### src/rtl/noc_input_port_vc_if.sv
// Link and switch-side signals of the NoC input port.
// The DUT uses the slave modport; the upstream link/switch model uses master.
interface noc_input_port_vc_if #(
    parameter int unsigned CHANNELS = 4,
    parameter int unsigned FLIT_W   = 32
);
    localparam int unsigned VC_W = (CHANNELS > 1) ? $clog2(CHANNELS) : 1;

    logic                in_valid;
    logic [VC_W-1:0]     in_vc;
    logic [FLIT_W-1:0]   in_flit;
    logic [CHANNELS-1:0] credit_valid;
    logic                out_valid;
    logic                out_ready;
    logic [FLIT_W-1:0]   out_flit;
    logic [VC_W-1:0]     out_vc;
    logic [4:0]          out_port;

    modport master (
        output in_valid, in_vc, in_flit, out_ready,
        input  credit_valid, out_valid, out_flit, out_vc, out_port
    );

    modport slave (
        input  in_valid, in_vc, in_flit, out_ready,
        output credit_valid, out_valid, out_flit, out_vc, out_port
    );
endinterface

### src/rtl/noc_input_port_vc.sv
// NoC input port: per-VC FIFOs, XY routing, wormhole lock and round-robin switch request.
// Drop statistics counter is built only when NOC_INPUT_PORT_STATS_EN is defined.
module noc_input_port_vc #(
    parameter int unsigned CHANNELS      = 4,
    parameter int unsigned DEPTH         = 4,
    parameter int unsigned FLIT_W        = 32,
    parameter int unsigned ID_X_W        = 4,
    parameter int unsigned ID_Y_W        = 4,
    parameter logic [4:0]  ACTIVATE_PORT = 5'b11111
) (
    input  logic                  noc_clk,
    input  logic                  noc_rst_n,
    input  logic [ID_X_W-1:0]     id_x,
    input  logic [ID_Y_W-1:0]     id_y,
    noc_input_port_vc_if.slave    link,
    output logic                  overflow_err,
    output logic [15:0]           drop_cnt
);
    localparam int unsigned VC_W = (CHANNELS > 1) ? $clog2(CHANNELS) : 1;
    localparam int unsigned AW   = $clog2(DEPTH);
    localparam int unsigned PW   = AW + 1;

    typedef enum logic [1:0] {StIdle, StRoute, StDrop} vc_state_e;

    logic [FLIT_W-1:0]   mem_q    [CHANNELS][DEPTH];
    logic [PW-1:0]       wr_ptr_q [CHANNELS];
    logic [PW-1:0]       wr_ptr_d [CHANNELS];
    logic [PW-1:0]       rd_ptr_q [CHANNELS];
    logic [PW-1:0]       rd_ptr_d [CHANNELS];
    vc_state_e           state_q  [CHANNELS];
    vc_state_e           state_d  [CHANNELS];
    logic [4:0]          lock_q   [CHANNELS];
    logic [4:0]          lock_d   [CHANNELS];
    logic [FLIT_W-1:0]   head     [CHANNELS];
    logic [4:0]          route    [CHANNELS];
    logic [4:0]          req_port [CHANNELS];

    logic [CHANNELS-1:0] empty, full, is_head, is_tail, req, drop_pop;
    logic [CHANNELS-1:0] wr_en, push, pop, drop_done, credit_q;
    logic [VC_W-1:0]     rr_q, rr_d, arb_vc, cand_vc, sel_vc, hold_vc_q;
    logic                hold_q, arb_found, hs, overflow_q, overflow_d;
    int unsigned         idx;

    function automatic logic [4:0] xy_route(input logic [ID_X_W-1:0] dx,
                                            input logic [ID_Y_W-1:0] dy,
                                            input logic [ID_X_W-1:0] x,
                                            input logic [ID_Y_W-1:0] y);
        if (dx > x) return 5'b00100;
        if (dx < x) return 5'b10000;
        if (dy > y) return 5'b00010;
        if (dy < y) return 5'b01000;
        return 5'b00001;
    endfunction

    // Per-VC head decode: which VCs request the switch and which self-drain.
    always_comb begin
        for (int v = 0; v < CHANNELS; v++) begin
            head[v]     = mem_q[v][rd_ptr_q[v][AW-1:0]];
            empty[v]    = (wr_ptr_q[v] == rd_ptr_q[v]);
            full[v]     = (wr_ptr_q[v][AW-1:0] == rd_ptr_q[v][AW-1:0]) &&
                          (wr_ptr_q[v][PW-1] != rd_ptr_q[v][PW-1]);
            is_head[v]  = head[v][FLIT_W-2];
            is_tail[v]  = head[v][FLIT_W-1];
            route[v]    = xy_route(head[v][ID_X_W-1:0], head[v][ID_X_W+ID_Y_W-1:ID_X_W],
                                   id_x, id_y);
            req[v]      = 1'b0;
            drop_pop[v] = 1'b0;
            req_port[v] = lock_q[v];
            if (!empty[v]) begin
                unique case (state_q[v])
                    StIdle: begin
                        if (is_head[v] && |(route[v] & ACTIVATE_PORT)) begin
                            req[v]      = 1'b1;
                            req_port[v] = route[v];
                        end else begin
                            drop_pop[v] = 1'b1;
                        end
                    end
                    StRoute: req[v]      = 1'b1;
                    StDrop:  drop_pop[v] = 1'b1;
                    default: ;
                endcase
            end
        end
    end

    always_comb begin
        arb_found = 1'b0;
        arb_vc    = rr_q;
        cand_vc   = '0;
        idx       = 0;
        for (int i = 0; i < CHANNELS; i++) begin
            idx     = (int'(rr_q) + i) % CHANNELS;
            cand_vc = VC_W'(idx);
            if (!arb_found && req[cand_vc]) begin
                arb_found = 1'b1;
                arb_vc    = cand_vc;
            end
        end
    end

    // A stalled request keeps its VC so the switch sees a stable flit.
    assign sel_vc             = hold_q ? hold_vc_q : arb_vc;
    assign link.out_valid     = hold_q | arb_found;
    assign hs                 = link.out_valid & link.out_ready;
    assign link.out_flit      = link.out_valid ? head[sel_vc] : '0;
    assign link.out_port      = link.out_valid ? req_port[sel_vc] : '0;
    assign link.out_vc        = link.out_valid ? sel_vc : '0;
    assign link.credit_valid  = credit_q;
    assign overflow_err       = overflow_q;

    always_comb begin
        overflow_d = overflow_q;
        drop_done  = '0;
        rr_d       = rr_q;
        for (int v = 0; v < CHANNELS; v++) begin
            pop[v]      = drop_pop[v] | (hs && (sel_vc == VC_W'(v)));
            wr_en[v]    = link.in_valid && (link.in_vc == VC_W'(v));
            push[v]     = wr_en[v] && (!full[v] || pop[v]);
            if (wr_en[v] && full[v] && !pop[v]) overflow_d = 1'b1;
            wr_ptr_d[v] = wr_ptr_q[v] + PW'(push[v]);
            rd_ptr_d[v] = rd_ptr_q[v] + PW'(pop[v]);
            state_d[v]  = state_q[v];
            lock_d[v]   = lock_q[v];
            if (!empty[v]) begin
                unique case (state_q[v])
                    StIdle: begin
                        if (is_head[v]) begin
                            if (req[v]) begin
                                // Head+tail locks and releases within one departure.
                                if (pop[v] && !is_tail[v]) begin
                                    state_d[v] = StRoute;
                                    lock_d[v]  = route[v];
                                end
                            end else if (is_tail[v]) begin
                                drop_done[v] = 1'b1;
                            end else begin
                                state_d[v] = StDrop;
                            end
                        end
                    end
                    StRoute: if (pop[v] && is_tail[v]) state_d[v] = StIdle;
                    StDrop: begin
                        if (is_tail[v]) begin
                            state_d[v]   = StIdle;
                            drop_done[v] = 1'b1;
                        end
                    end
                    default: ;
                endcase
            end
        end
        if (hs) rr_d = (sel_vc == VC_W'(CHANNELS - 1)) ? '0 : sel_vc + VC_W'(1);
    end

    always_ff @(posedge noc_clk) begin
        for (int v = 0; v < CHANNELS; v++) begin
            if (push[v]) mem_q[v][wr_ptr_q[v][AW-1:0]] <= link.in_flit;
        end
    end

    always_ff @(posedge noc_clk or negedge noc_rst_n) begin
        if (!noc_rst_n) begin
            for (int v = 0; v < CHANNELS; v++) begin
                wr_ptr_q[v] <= '0;
                rd_ptr_q[v] <= '0;
                state_q[v]  <= StIdle;
                lock_q[v]   <= '0;
            end
            credit_q   <= '0;
            rr_q       <= '0;
            hold_q     <= 1'b0;
            hold_vc_q  <= '0;
            overflow_q <= 1'b0;
        end else begin
            for (int v = 0; v < CHANNELS; v++) begin
                wr_ptr_q[v] <= wr_ptr_d[v];
                rd_ptr_q[v] <= rd_ptr_d[v];
                state_q[v]  <= state_d[v];
                lock_q[v]   <= lock_d[v];
            end
            credit_q   <= pop;
            rr_q       <= rr_d;
            hold_q     <= link.out_valid & ~link.out_ready;
            hold_vc_q  <= sel_vc;
            overflow_q <= overflow_d;
        end
    end

`ifdef NOC_INPUT_PORT_STATS_EN
    logic [15:0] drop_cnt_q, drop_cnt_d;

    always_comb begin
        drop_cnt_d = drop_cnt_q;
        for (int v = 0; v < CHANNELS; v++) begin
            if (drop_done[v] && (drop_cnt_d != 16'hFFFF)) drop_cnt_d = drop_cnt_d + 16'd1;
        end
    end

    always_ff @(posedge noc_clk or negedge noc_rst_n) begin
        if (!noc_rst_n) drop_cnt_q <= '0;
        else            drop_cnt_q <= drop_cnt_d;
    end

    assign drop_cnt = drop_cnt_q;
`else
    logic unused_drop_done;
    assign unused_drop_done = ^drop_done;
    assign drop_cnt         = 16'h0;
`endif
endmodule

### src/flat_wrapper.sv
// flat-port wrapper written by rule: the top's interface ports become plain ports
module noc_input_port_vc_flat 
#(
    parameter int unsigned CHANNELS      = 4,
    parameter int unsigned DEPTH         = 4,
    parameter int unsigned FLIT_W        = 32,
    parameter int unsigned ID_X_W        = 4,
    parameter int unsigned ID_Y_W        = 4,
    parameter logic [4:0]  ACTIVATE_PORT = 5'b11111
)
  (noc_clk, noc_rst_n, id_x, id_y, overflow_err, drop_cnt, link_in_valid, link_in_vc, link_in_flit, link_out_ready, link_credit_valid, link_out_valid, link_out_flit, link_out_vc, link_out_port);
  noc_input_port_vc_if #(.CHANNELS(CHANNELS), .FLIT_W(FLIT_W)) link_i ();
  input  logic noc_clk;
  input  logic noc_rst_n;
  input  logic [ID_X_W-1:0] id_x;
  input  logic [ID_Y_W-1:0] id_y;
  output logic overflow_err;
  output logic [15:0] drop_cnt;
  input wire logic [$bits(link_i.in_valid)-1:0] link_in_valid;
  input wire logic [$bits(link_i.in_vc)-1:0] link_in_vc;
  input wire logic [$bits(link_i.in_flit)-1:0] link_in_flit;
  input wire logic [$bits(link_i.out_ready)-1:0] link_out_ready;
  output wire logic [$bits(link_i.credit_valid)-1:0] link_credit_valid;
  output wire logic [$bits(link_i.out_valid)-1:0] link_out_valid;
  output wire logic [$bits(link_i.out_flit)-1:0] link_out_flit;
  output wire logic [$bits(link_i.out_vc)-1:0] link_out_vc;
  output wire logic [$bits(link_i.out_port)-1:0] link_out_port;
  assign link_i.in_valid = link_in_valid;
  assign link_i.in_vc = link_in_vc;
  assign link_i.in_flit = link_in_flit;
  assign link_i.out_ready = link_out_ready;
  assign link_credit_valid = link_i.credit_valid;
  assign link_out_valid = link_i.out_valid;
  assign link_out_flit = link_i.out_flit;
  assign link_out_vc = link_i.out_vc;
  assign link_out_port = link_i.out_port;
  noc_input_port_vc #(.CHANNELS(CHANNELS), .DEPTH(DEPTH), .FLIT_W(FLIT_W), .ID_X_W(ID_X_W), .ID_Y_W(ID_Y_W), .ACTIVATE_PORT(ACTIVATE_PORT)) u_core (.noc_clk(noc_clk), .noc_rst_n(noc_rst_n), .id_x(id_x), .id_y(id_y), .link(link_i), .overflow_err(overflow_err), .drop_cnt(drop_cnt));
endmodule
### config.mk
export PLATFORM = sky130hd
export DESIGN_NAME = noc_input_port_vc_flat
export DESIGN_NICKNAME = d
export VERILOG_FILES = /design/src/rtl/noc_input_port_vc_if.sv /design/src/rtl/noc_input_port_vc.sv /design/src/flat_wrapper.sv
export SDC_FILE = /design/constraint.sdc
export NUM_CORES = 1
export LEC_CHECK = 0
export CORE_ASPECT_RATIO = 0.8
export CORE_MARGIN = 2
export CORE_UTILIZATION = 60
export DETAILED_ROUTE_END_ITERATION = 10
export MAX_ROUTING_LAYER = met4
export PLACE_DENSITY = 0.75
export SLEW_MARGIN = 25
export SYNTH_ARGS = -nofsm -noshare
export SYNTH_HDL_FRONTEND = slang
export SYNTH_SLANG_ARGS = --single-unit
### constraint.sdc
create_clock -name noc_clk -period 17.9 [get_ports noc_clk]
set_input_delay 4.475 -clock noc_clk [delete_from_list [all_inputs] [get_ports noc_clk]]
set_output_delay 4.475 -clock noc_clk [all_outputs]
set_load 0.01 [all_outputs]
==> flow_metrics.py, run 1 <==
metrics = {
    "place": {
        "hpwlAfterDp_um": 30500,
        "pre_cts_ws_ns": 6.02,
        "numPortBuffers": 90,
        "gp_congestion": 0.846,
    },
    "detailed_routing": {
        "drt-pass1-iter-count": 5,
        "vias": 12600,
        "routed_via_density": 6.35,
        "wl_per_cell_um": 27.3,
        "drt-total-wl_um": 54200,
        "drt.antenna.violating_nets": 0,
        "drt_drc_violations_left": 0,
        "detailedRoute.firstIterationViolations": 1424,
    },
    "floorplanning": {
        "die_area_mm2": 0.0420,
        "rows": 65,
        "die_height_um": 184,
        "floorplan.initialDensity_pct": 61.2,
        "top_level_ports": 107,
        "placeableCoreArea_mm2": 0.0396,
        "width_of_the_chip_um": 229,
    },
    "power_and_ir_drop": {
        "p_leak_nw": 9.69,
        "cellInternalPower_mw": 3.31,
        "power-per-cell-area_mw_per_mm2": 189,
        "comb_power_share_pct": 45.6,
        "max-vdd-ir-drop_v": 0.000213,
        "seq_power_share_pct": 32.6,
        "switching_share_pct": 36.6,
        "clock_power_share_pct": 21.8,
        "switching_power_mw": 1.91,
    },
    "timing": {
        "setup_viol_count_final": 0,
        "post_layout_worst_setup_margin_ns": 5.98,
        "finalClockSkew_ns": 0.0241,
        "timing_worst_slew_pin_value_ns": 0.916,
        "rsz0062_at_grt": "false",
        "relSlewSlack_pct": 38.9,
        "final.setup.tns_ns": 0,
        "final_period_minus_worst_setup_slack_ns": 11.92,
        "final_max_slew_viol_count": 0,
        "timing.final.hold_violations": 0,
        "achievable-frequency_ghz": 0.0839,
        "finalCritPeriodShare_pct": 66.6,
        "finalHoldWorstSlack_ns": 0.483,
    },
    "synthesis": {
        "synth.area.top_cells": "edfxtp_1, mux4_2, dfrtp_1, mux2i_1, ha_1",
        "synth_sequential_area_ratio_pct": 69.8,
        "syn_avg_cell_area_um2": 18.9,
        "synth.lib_cells_used.distinct": 69,
        "netlist.top_cell.by_area": "edfxtp_1",
        "synth.most_common_cell": "edfxtp_1",
        "register_bit_total_from_synthesis": 574,
        "number_of_synthesized_flops_with_an_enable_pin": 512,
        "yosys_warnings": 0,
        "synthesis.area_mm2": 0.0242,
        "post_synth_inst_count": 1283,
        "prevailing_post_synth_register_cell": "edfxtp_1",
        "yosys.area.top_type_share_pct": 63.4,
        "async_flop_share_pct": 10.8,
        "synthTopCellsByCount": "edfxtp_1, mux4_2, mux2i_1",
    },
    "min_path": {
        "hold_path_depth": 1,
        "timing.hold.worst.class": "register to register",
        "hold_startpoint": "u_core.rd_ptr_q[5]",
    },
    "global_route": {
        "gr-total-overflow": 0,
        "largest_net_degree_at_the_start_of_global_routing": 63,
        "grt_pass1_vias": 13000,
        "grt_first_pass_wirelength_um": 81300,
        "grt_use_total_pct": 27.4,
        "antenna_found_initial": 3,
    },
    "setup_path": {
        "worst_setup_path_startpoint": "id_x[1]",
        "critical_path_arrival_ns": 7.45,
        "worstSetupStartpointType": "input port",
        "path_cells": "clkdlybuf4s50_1 > inv_1 > ha_1 > nor2b_1 > o21ai_0 > nand2b_1 > a21oi_1 > mux2i_1 > mux2_2 > o22ai_1 > clkdlybuf4s50_1",
        "critical-path-slowest-cell": "clkdlybuf4s50_1",
        "critical_path_required_ns": 13.43,
        "cp_slowest_stage_delay_ns": 0.57,
        "crit_end_element": "output pin",
        "path_common_cell": "clkdlybuf4s50_1",
        "path_max_fanout": 6,
        "startpoint_of_the_worst_slack_reg_to_reg_timing_path": "u_core.rd_ptr_q[9]",
        "length_in_cells_of_the_worst_reg_to_reg_path": 14,
        "timing_worst_setup_path_type": "input port to output pin",
    },
    "clock_network": {
        "post_cts_resize_count": 0,
        "path_clk_slew_ns": 0.07,
        "cts.sink_count": 574,
        "max-clock-path-buffers": 3,
        "postCtsSetupRepairBufs": 0,
        "later_pin_clock_latency_in_the_skew_report_ns": 0.60,
        "post_cts_hold_buffer_count": 0,
        "clock-root-buffer": "clkbuf_16",
        "tritoncts": "yes",
        "cts_max_level": 2,
        "cts_made_buffers": 53,
    },
    "run": {
        "max-cap-violations": 0,
    },
    "finish": {
        "multiInputGateArea_mm2": 0.00696,
        "net_count_of_the_finished_layout": 1517,
        "final-seq-area_mm2": 0.0169,
        "fillers": 2490,
        "drive_gt1_share_pct": 19.8,
        "layout-area-overhead-vs-synth_pct": 13.7,
    },
    "status": {
        "outcome": "complete, no violations",
    },
}
## state kept, by name, indices dropped and copies added, names as in the netlist
name	count
u_core.mem_q	512
u_core.lock_q	20
u_core.rd_ptr_q	12
u_core.wr_ptr_q	12
u_core.state_q	8
u_core.link.credit_valid	4
u_core.hold_vc_q	2
u_core.rr_q	2
u_core.hold_q	1
u_core.overflow_err	1
## layout make-up
class	count	area share, %
Clock buffer	69	5.06
Clock inverter	30	1.24
Timing Repair Buffer	120	4.07
Tap cell	536	2.43
Inverter	38	0.517
Sequential cell	574	61.4
Multi-Input combinational cell	616	25.2
Antenna cell	3	0.0272
## worst max-delay path, delay by kind of cell
family	cells	cell delay, ns
buf+inv	3	1.17
compound gates	3	0.81
simple gates	2	0.20
fa+ha+maj	1	0.33
mux	2	0.45
## logic make-up (layout without fill, tap and decap cells)
logic type | Yosys count | after routing | synth area share [%]
DFF | 574 | 574 | 69.8
muxes | 253 | 253 | 17.1
and+or+nand+nor | 152 | 152 | 3.49
buffers and inverters | 108 | 257 | 2.12
AOI/OAI and AO/OA | 107 | 107 | 3.18
adders and majority gates | 68 | 68 | 3.51
xor gates and xnor gates | 20 | 20 | 0.723
other | 1 | 19 | 0.0155
## power groups by stage
stage,logic (mW),registers (mW),clock network (mW)
6_report,2.38,1.70,1.14
5_1_grt,2.54,1.71,1.20
4_1_cts,2.38,1.70,1.15
3_5_place_dp,2.36,1.73,0
3_3_place_gp,2.33,1.72,0
2_1_floorplan,1.49,1.68,0
## routing by layer
metal | vias to the layer above | part of all wire, % | GRT usage (%)
li1 | 5402 | - | -
met1 | 6584 | 41 | 36.8
met2 | 517 | 49 | 43.6
met3 | 104 | 7.4 | 5.41
met4 | 0 | 2.4 | 7.56
met5 | - | 0 | -
## path summary, 6_finish.rpt
check / end / slack, ns
min reg2reg: u_core.rd_ptr_q[5] / 0.48
max reg2reg: u_core.mem_q[3][72] / 11.88
max in group asynchronous: u_core.rd_ptr_q[4] / 13.24
max: link_out_port[4] / 5.98
min: u_core.rd_ptr_q[5] / 0.48
min in group asynchronous: u_core.lock_q[14] / 4.05
## placed cells by master (no fill, tap or decap), drive strengths merged, types with 13 or more instances in the layout
master         netlist  routed
nand2               27      27
edfxtp             512     512
nor2                32      32
conb                 1      16
clkinv               0      20
clkdlybuf4s50        0      89
nor2b               16      16
mux2i               90      90
clkbuf              30      69
ha                  68      68
o22ai               40      40
buf                 40      31
nor3b               13      13
inv                 38      40
mux2                37      37
dfrtp               62      62
mux4               126     126
xor2                14      14
o21ai               21      21
## stage by stage
stage | cell area (um^2) | utilization [%] | total power [mW] | cells
detailed placement | 25800 | 65.2 | 4.09 | 1884
floorplan | 24300 | - | 3.17 | 1298
CTS | 27600 | 69.6 | 5.23 | 1983
finish | 27600 | 69.6 | 5.22 | 1986
global placement | 25800 | 65.2 | 4.05 | 1884
global route | 27600 | 69.6 | 5.45 | 1986
No activity file was read; power rests on OpenSTA's default activity.
==> run 2, diff against run 1 <==
- clock period: 17.9 -> 12.4 ns (I/O delays scaled with it)
==> run 2 against run 1 <==
Largest cell class unchanged. First-iteration DRC count is 4.6% lower. Combinational power is 44% higher. Register-to-register slack worse by 5.5 ns. Critical path depth stayed put. Final area is 0.13% lower. Final cell count hardly changed. Sequential power is 44% higher. Die area stayed put. Hold slack better by 0.0066 ns. Power is 43% higher. Global-route usage is 0.30 points higher. Clock skew is 0.0013 ns higher.
==> flow_metrics.py, run 2 (synthesis gave the netlist of run 1 again) <==
metrics = {
    "setup_path": {
        "crit_end": "link_out_port[4]",
        "timing_worst_setup_path_type": "input port to output pin",
        "path_cells": "clkdlybuf4s50_1 > inv_1 > ha_1 > nor2b_1 > o21ai_0 > nand2b_1 > a21oi_1 > mux2i_1 > mux2_2 > o22ai_1 > clkdlybuf4s50_1",
        "critical_path_arrival_ns": 6.05,
        "path_common_cell": "clkdlybuf4s50_1",
        "cp_slowest_stage_delay_ns": 0.57,
        "crit_end_element": "output pin",
        "path_max_fanout": 6,
        "length_in_cells_of_the_worst_reg_to_reg_path": 14,
        "critical-path-slowest-cell": "clkdlybuf4s50_1",
        "critical_path_depth": 11,
        "regToRegEndpoint": "u_core.mem_q[3][76]",
        "setup_slack_reg_to_reg_ns": 6.41,
        "startpoint_of_the_worst_slack_reg_to_reg_timing_path": "u_core.rd_ptr_q[7]",
        "worstSetupStartpointType": "input port",
        "worst_path_dominant_cell_family": "buffers and inverters",
        "cp_num_buf_inv": 3,
        "critical_path_required_ns": 9.30,
        "worst_setup_path_startpoint": "id_x[1]",
    },
    "power_and_ir_drop": {
        "clock_power_share_pct": 21.4,
        "power-per-cell-area_mw_per_mm2": 271,
        "comb_power_share_pct": 45.8,
        "cellInternalPower_mw": 4.73,
        "switching_share_pct": 36.7,
        "max-vdd-ir-drop_v": 0.000248,
        "p_leak_nw": 9.67,
        "switching_power_mw": 2.74,
        "seq_power_share_pct": 32.8,
    },
    "global_route": {
        "grt_use_total_pct": 27.7,
        "gr-usage-met2_pct": 44.3,
        "grt.met3_usage_pct": 4.61,
        "grt_use_met1_pct": 37.6,
        "gr-total-overflow": 0,
        "largest_net_degree_at_the_start_of_global_routing": 63,
        "top_usage_layer": "met2",
        "grt_first_pass_wirelength_um": 82200,
        "grt_pass1_vias": 13100,
        "antenna_found_initial": 2,
    },
    "clock_network": {
        "cts_made_buffers": 54,
        "later_pin_clock_latency_in_the_skew_report_ns": 0.60,
        "cts.sink_count": 574,
        "tritoncts": "yes",
        "clock-root-buffer": "clkbuf_16",
        "postCtsSetupRepairBufs": 0,
        "max-clock-path-buffers": 3,
        "post_cts_resize_count": 0,
        "path_clk_slew_ns": 0.06,
        "post_cts_hold_buffer_count": 0,
        "cts_max_level": 2,
    },
    "place": {
        "gp_congestion": 0.845,
        "hpwlAfterDp_um": 30300,
        "numPlacedInstances": 1884,
        "numPortBuffers": 90,
    },
    "finish": {
        "layout.cells.most_common": "edfxtp_1",
        "net_count_of_the_finished_layout": 1518,
        "instances_no_fill": 1985,
        "drive_gt1_share_pct": 19.8,
        "top_library_cells_by_usage_in_the_layout_fill_and_taps_aside": "edfxtp_1, mux4_2, mux2i_1",
        "final_core_util_pct": 69.5,
        "largest_register_ff_count": 512,
        "layout-area-overhead-vs-synth_pct": 13.6,
    },
    "timing": {
        "final_max_slew_viol_count": 0,
        "timing.final.hold_violations": 0,
        "final.setup.tns_ns": 0,
        "rsz0062_at_grt": "false",
        "setup_viol_count_final": 0,
        "timing_worst_slew_pin_value_ns": 0.926,
        "relSlewSlack_pct": 38.3,
        "achievable-frequency_ghz": 0.109,
        "final_period_minus_worst_setup_slack_ns": 9.15,
        "finalClockSkew_ns": 0.0254,
        "finalCritPeriodShare_pct": 73.8,
    },
    "detailed_routing": {
        "vias": 12600,
        "drt-pass1-iter-count": 5,
        "routed_via_density": 6.35,
        "detailedRoute.firstIterationViolations": 1359,
        "drt-total-wl_um": 54700,
        "wl_per_cell_um": 27.6,
        "drt.antenna.violating_nets": 0,
        "drt_drc_violations_left": 0,
    },
    "floorplanning": {
        "die_height_um": 184,
        "width_of_the_chip_um": 229,
        "rows": 65,
        "placeableCoreArea_mm2": 0.0396,
        "floorplan.initialDensity_pct": 61.2,
        "die_area_mm2": 0.0420,
        "top_level_ports": 107,
    },
    "min_path": {
        "timing.hold.worst.class": "register to register",
    },
    "status": {
        "outcome": "complete, no violations",
    },
    "run": {
        "max-cap-violations": 0,
    },
}
run 2: cell count changes in the layout (fill, tap and decap cells not counted):
cell	before	now
bufinv_16	7	4
clkbuf_1	15	14
clkbuf_16	53	55
clkbuf_8	1	0
clkinv_1	12	13
clkinv_2	8	5
clkinv_4	0	2
clkinv_8	0	2
clkinvlp_4	1	3
diode_2	3	2
inv_16	2	0
inv_8	0	1
run 2: power groups by stage:
| stage | Combinational, mW | Sequential [mW] | Clock (mW) |
|---|---|---|---|
| 4_1_cts | 3.44 | 2.45 | 1.62 |
| 2_1_floorplan | 2.16 | 2.43 | 0 |
| 3_3_place_gp | 3.36 | 2.48 | 0 |
| 5_1_grt | 3.66 | 2.47 | 1.70 |
| 3_5_place_dp | 3.41 | 2.49 | 0 |
| 6_report | 3.42 | 2.45 | 1.60 |
run 2: final cells by class:
class / count / area [um^2]
Sequential cell: 574 / 16900
Fill cell: 2521 / 12100
Multi-Input combinational cell: 616 / 6960
Clock buffer: 69 / 1430
Timing Repair Buffer: 120 / 1120
Tap cell: 536 / 671
Clock inverter: 30 / 278
Inverter: 38 / 143
Antenna cell: 2 / 5.00
run 2: routing by layer:
| layer | up-vias | wire length (um) |
|---|---|---|
| li1 | 5415 | - |
| met1 | 6597 | 22300 |
| met2 | 528 | 27400 |
| met3 | 74 | 3960 |
| met4 | 0 | 1050 |
| met5 | - | 0 |
run 2: worst min path at each step:
stage                       startpoint  slack, ns                 end  cells after the start
CTS                 u_core.wr_ptr_q[5]       0.49  u_core.wr_ptr_q[5]                      1
global route        u_core.rd_ptr_q[5]       0.50  u_core.rd_ptr_q[5]                      1
finish                u_core.lock_q[9]       0.49    u_core.lock_q[9]                      1
floorplan             u_core.lock_q[2]       0.46    u_core.lock_q[2]                      1
global placement      u_core.lock_q[2]       0.47    u_core.lock_q[2]                      1
detailed placement    u_core.lock_q[9]       0.48    u_core.lock_q[9]                      1
run 2: stage by stage:
step / setup slack (ns) / power [mW] / cell area [um^2] / hold slack (ns)
after floorplan: 4.54 / 4.58 / 24300 / 0.458
after global placement: 3.30 / 5.84 / 25800 / 0.469
after detailed placement: 3.27 / 5.90 / 25800 / 0.479
after CTS: 3.27 / 7.52 / 27500 / 0.490
after global routing: 3.01 / 7.84 / 27500 / 0.500
final: 3.25 / 7.47 / 27500 / 0.490
==> run 3, diff against run 2 <==
- clock period: 12.4 -> 9.25 ns (I/O delays scaled with it)
==> run 3 against run 2 <==
Clock skew decreased by 0.0083 ns. First-iteration DRC count grew 0.74%. Final cell count shrank 0.20%. Combinational power rose by 35%. Clock power grew 27%. Die area unchanged. Sequential power increased by 34%. Worst setup slack worse by 1.8 ns. Critical endpoint is now link_out_flit[30]. Largest cell class unchanged.
==> flow_metrics.py, run 3 (synthesis gave the netlist of run 1 again) <==
metrics = {
    "min_path": {
        "timing.hold.worst.class": "register to register",
    },
    "global_route": {
        "grt_use_total_pct": 27.6,
        "gr-total-overflow": 0,
        "grt_first_pass_wirelength_um": 82000,
        "grt_pass1_vias": 12900,
        "antenna_found_initial": 3,
        "largest_net_degree_at_the_start_of_global_routing": 74,
    },
    "setup_path": {
        "timing_worst_setup_path_type": "register to output pin",
        "crit_end_element": "output pin",
        "worst_path_dominant_cell_family": "buffers and inverters",
        "path_common_cell": "buf_4",
        "critical-path-slowest-cell": "a32o_1",
        "worstSetupStartpointType": "register",
        "critical_path_arrival_ns": 5.51,
        "cp_slowest_stage_delay_ns": 0.77,
        "path_max_fanout": 29,
        "cp_num_buf_inv": 3,
        "path_cells": "buf_4 > xnor2_1 > nand3_1 > and2_1 > or4_1 > a32o_1 > nand2_2 > buf_4 > o22ai_1 > clkdlybuf4s50_1",
        "critical_path_required_ns": 6.94,
    },
    "floorplanning": {
        "floorplan.initialDensity_pct": 61.2,
        "die_height_um": 184,
        "die_area_mm2": 0.0420,
        "top_level_ports": 107,
        "rows": 65,
        "width_of_the_chip_um": 229,
        "placeableCoreArea_mm2": 0.0396,
    },
    "detailed_routing": {
        "drt-total-wl_um": 54600,
        "routed_via_density": 6.38,
        "detailedRoute.firstIterationViolations": 1369,
        "drt.antenna.violating_nets": 0,
        "drt-pass1-iter-count": 5,
        "drt_drc_violations_left": 0,
        "wl_per_cell_um": 27.5,
        "vias": 12600,
    },
    "timing": {
        "timing.final.hold_violations": 0,
        "finalClockSkew_ns": 0.0171,
        "final.setup.tns_ns": 0,
        "finalCritPeriodShare_pct": 84.5,
        "final_max_slew_viol_count": 0,
        "final_period_minus_worst_setup_slack_ns": 7.82,
        "setup_viol_count_final": 0,
        "relSlewSlack_pct": 39.3,
        "achievable-frequency_ghz": 0.128,
        "timing_worst_slew_pin_value_ns": 0.910,
        "rsz0062_at_grt": "false",
    },
    "place": {
        "numPlacedInstances": 1882,
        "numPortBuffers": 90,
        "hpwlAfterDp_um": 29900,
        "gp_congestion": 0.866,
    },
    "run": {
        "max-cap-violations": 0,
    },
    "power_and_ir_drop": {
        "clock_power_share_pct": 20.5,
        "switching_share_pct": 37.0,
        "cellInternalPower_mw": 6.25,
        "max-vdd-ir-drop_v": 0.000274,
        "comb_power_share_pct": 46.4,
        "p_leak_nw": 9.63,
        "power-per-cell-area_mw_per_mm2": 361,
        "total_power_mw": 9.91,
        "switching_power_mw": 3.67,
        "seq_power_share_pct": 33.1,
    },
    "finish": {
        "layout-area-overhead-vs-synth_pct": 13.2,
        "top_library_cells_by_usage_in_the_layout_fill_and_taps_aside": "edfxtp_1, mux4_2, mux2i_1",
        "drive_gt1_share_pct": 20.0,
        "instances_no_fill": 1981,
        "layout.cells.most_common": "edfxtp_1",
        "largest_register_ff_count": 512,
        "net_count_of_the_finished_layout": 1514,
    },
    "clock_network": {
        "postCtsSetupRepairBufs": 0,
        "cts_max_level": 2,
        "clock-root-buffer": "clkbuf_16",
        "max-clock-path-buffers": 3,
        "cts.sink_count": 574,
        "post_cts_resize_count": 0,
        "later_pin_clock_latency_in_the_skew_report_ns": 0.59,
        "cts_made_buffers": 52,
        "post_cts_hold_buffer_count": 0,
        "tritoncts": "yes",
        "path_clk_slew_ns": 0.07,
    },
    "status": {
        "outcome": "complete, no violations",
    },
}
-- run 3: layout make-up --
type	instances	area (um^2)
Antenna cell	3	7.51
Clock buffer	64	1360
Clock inverter	32	245
Fill cell	2561	12200
Inverter	38	143
Multi-Input combinational cell	616	6960
Sequential cell	574	16900
Tap cell	536	671
Timing Repair Buffer	118	1120
-- run 3: per-stage QoR --
step,setup slack (ns),hold slack (ns),instance area (um^2),utilization (%)
2_1_floorplan,2.94,0.458,24300,-
3_3_place_gp,1.71,0.469,25800,65.2
3_5_place_dp,1.61,0.475,25800,65.2
4_1_cts,1.43,0.487,27400,69.3
5_1_grt,1.18,0.499,27400,69.3
6_report,1.43,0.484,27400,69.3
-- run 3: layer usage --
| metal | vias to the layer above | share of wire, % | global-route usage, % |
|---|---|---|---|
| li1 | 5410 | - | - |
| met4 | 0 | 2.4 | 7.79 |
| met3 | 80 | 7.2 | 4.16 |
| met1 | 6582 | 41 | 37.7 |
| met5 | - | 0 | - |
| met2 | 563 | 49 | 44.2 |
-- run 3: final timing paths --
check	cells after the start	slack, ns	start	to
min in group asynchronous	2	1.90	noc_rst_n	u_core.lock_q[16]
worst min-delay path	1	0.48	u_core.wr_ptr_q[11]	u_core.wr_ptr_q[11]
max in group asynchronous	2	6.71	noc_rst_n	u_core.rd_ptr_q[10]
worst max register to register	14	3.64	u_core.rd_ptr_q[1]	u_core.mem_q[3][77]
worst min register to register	1	0.48	u_core.wr_ptr_q[11]	u_core.wr_ptr_q[11]
worst max-delay path	10	1.43	u_core.rd_ptr_q[1]	link_out_flit[30]
-- run 3: worst reg2reg max path: stages, from the launching register on --
cell	delay, ns
dfrtp_2	0.50
buf_4	0.53
xnor2_1	0.21
nand3_1	0.25
and2_1	0.37
a31o_2	0.16
a21oi_1	0.04
o31a_2	0.36
buf_12	0.26
inv_1	0.20
ha_1	0.23
a31oi_1	0.16
or3b_2	0.65
nor3b_2	0.70
buf_4	0.60
-- run 3: power by group through the flow --
stage / clock [mW] / sequential, mW / combinational [mW]
finish: 2.03 / 3.28 / 4.60
global route: 2.16 / 3.31 / 4.92
CTS: 2.06 / 3.28 / 4.62
detailed placement: 0 / 3.33 / 4.57
global placement: 0 / 3.31 / 4.52
floorplan: 0 / 3.25 / 2.89
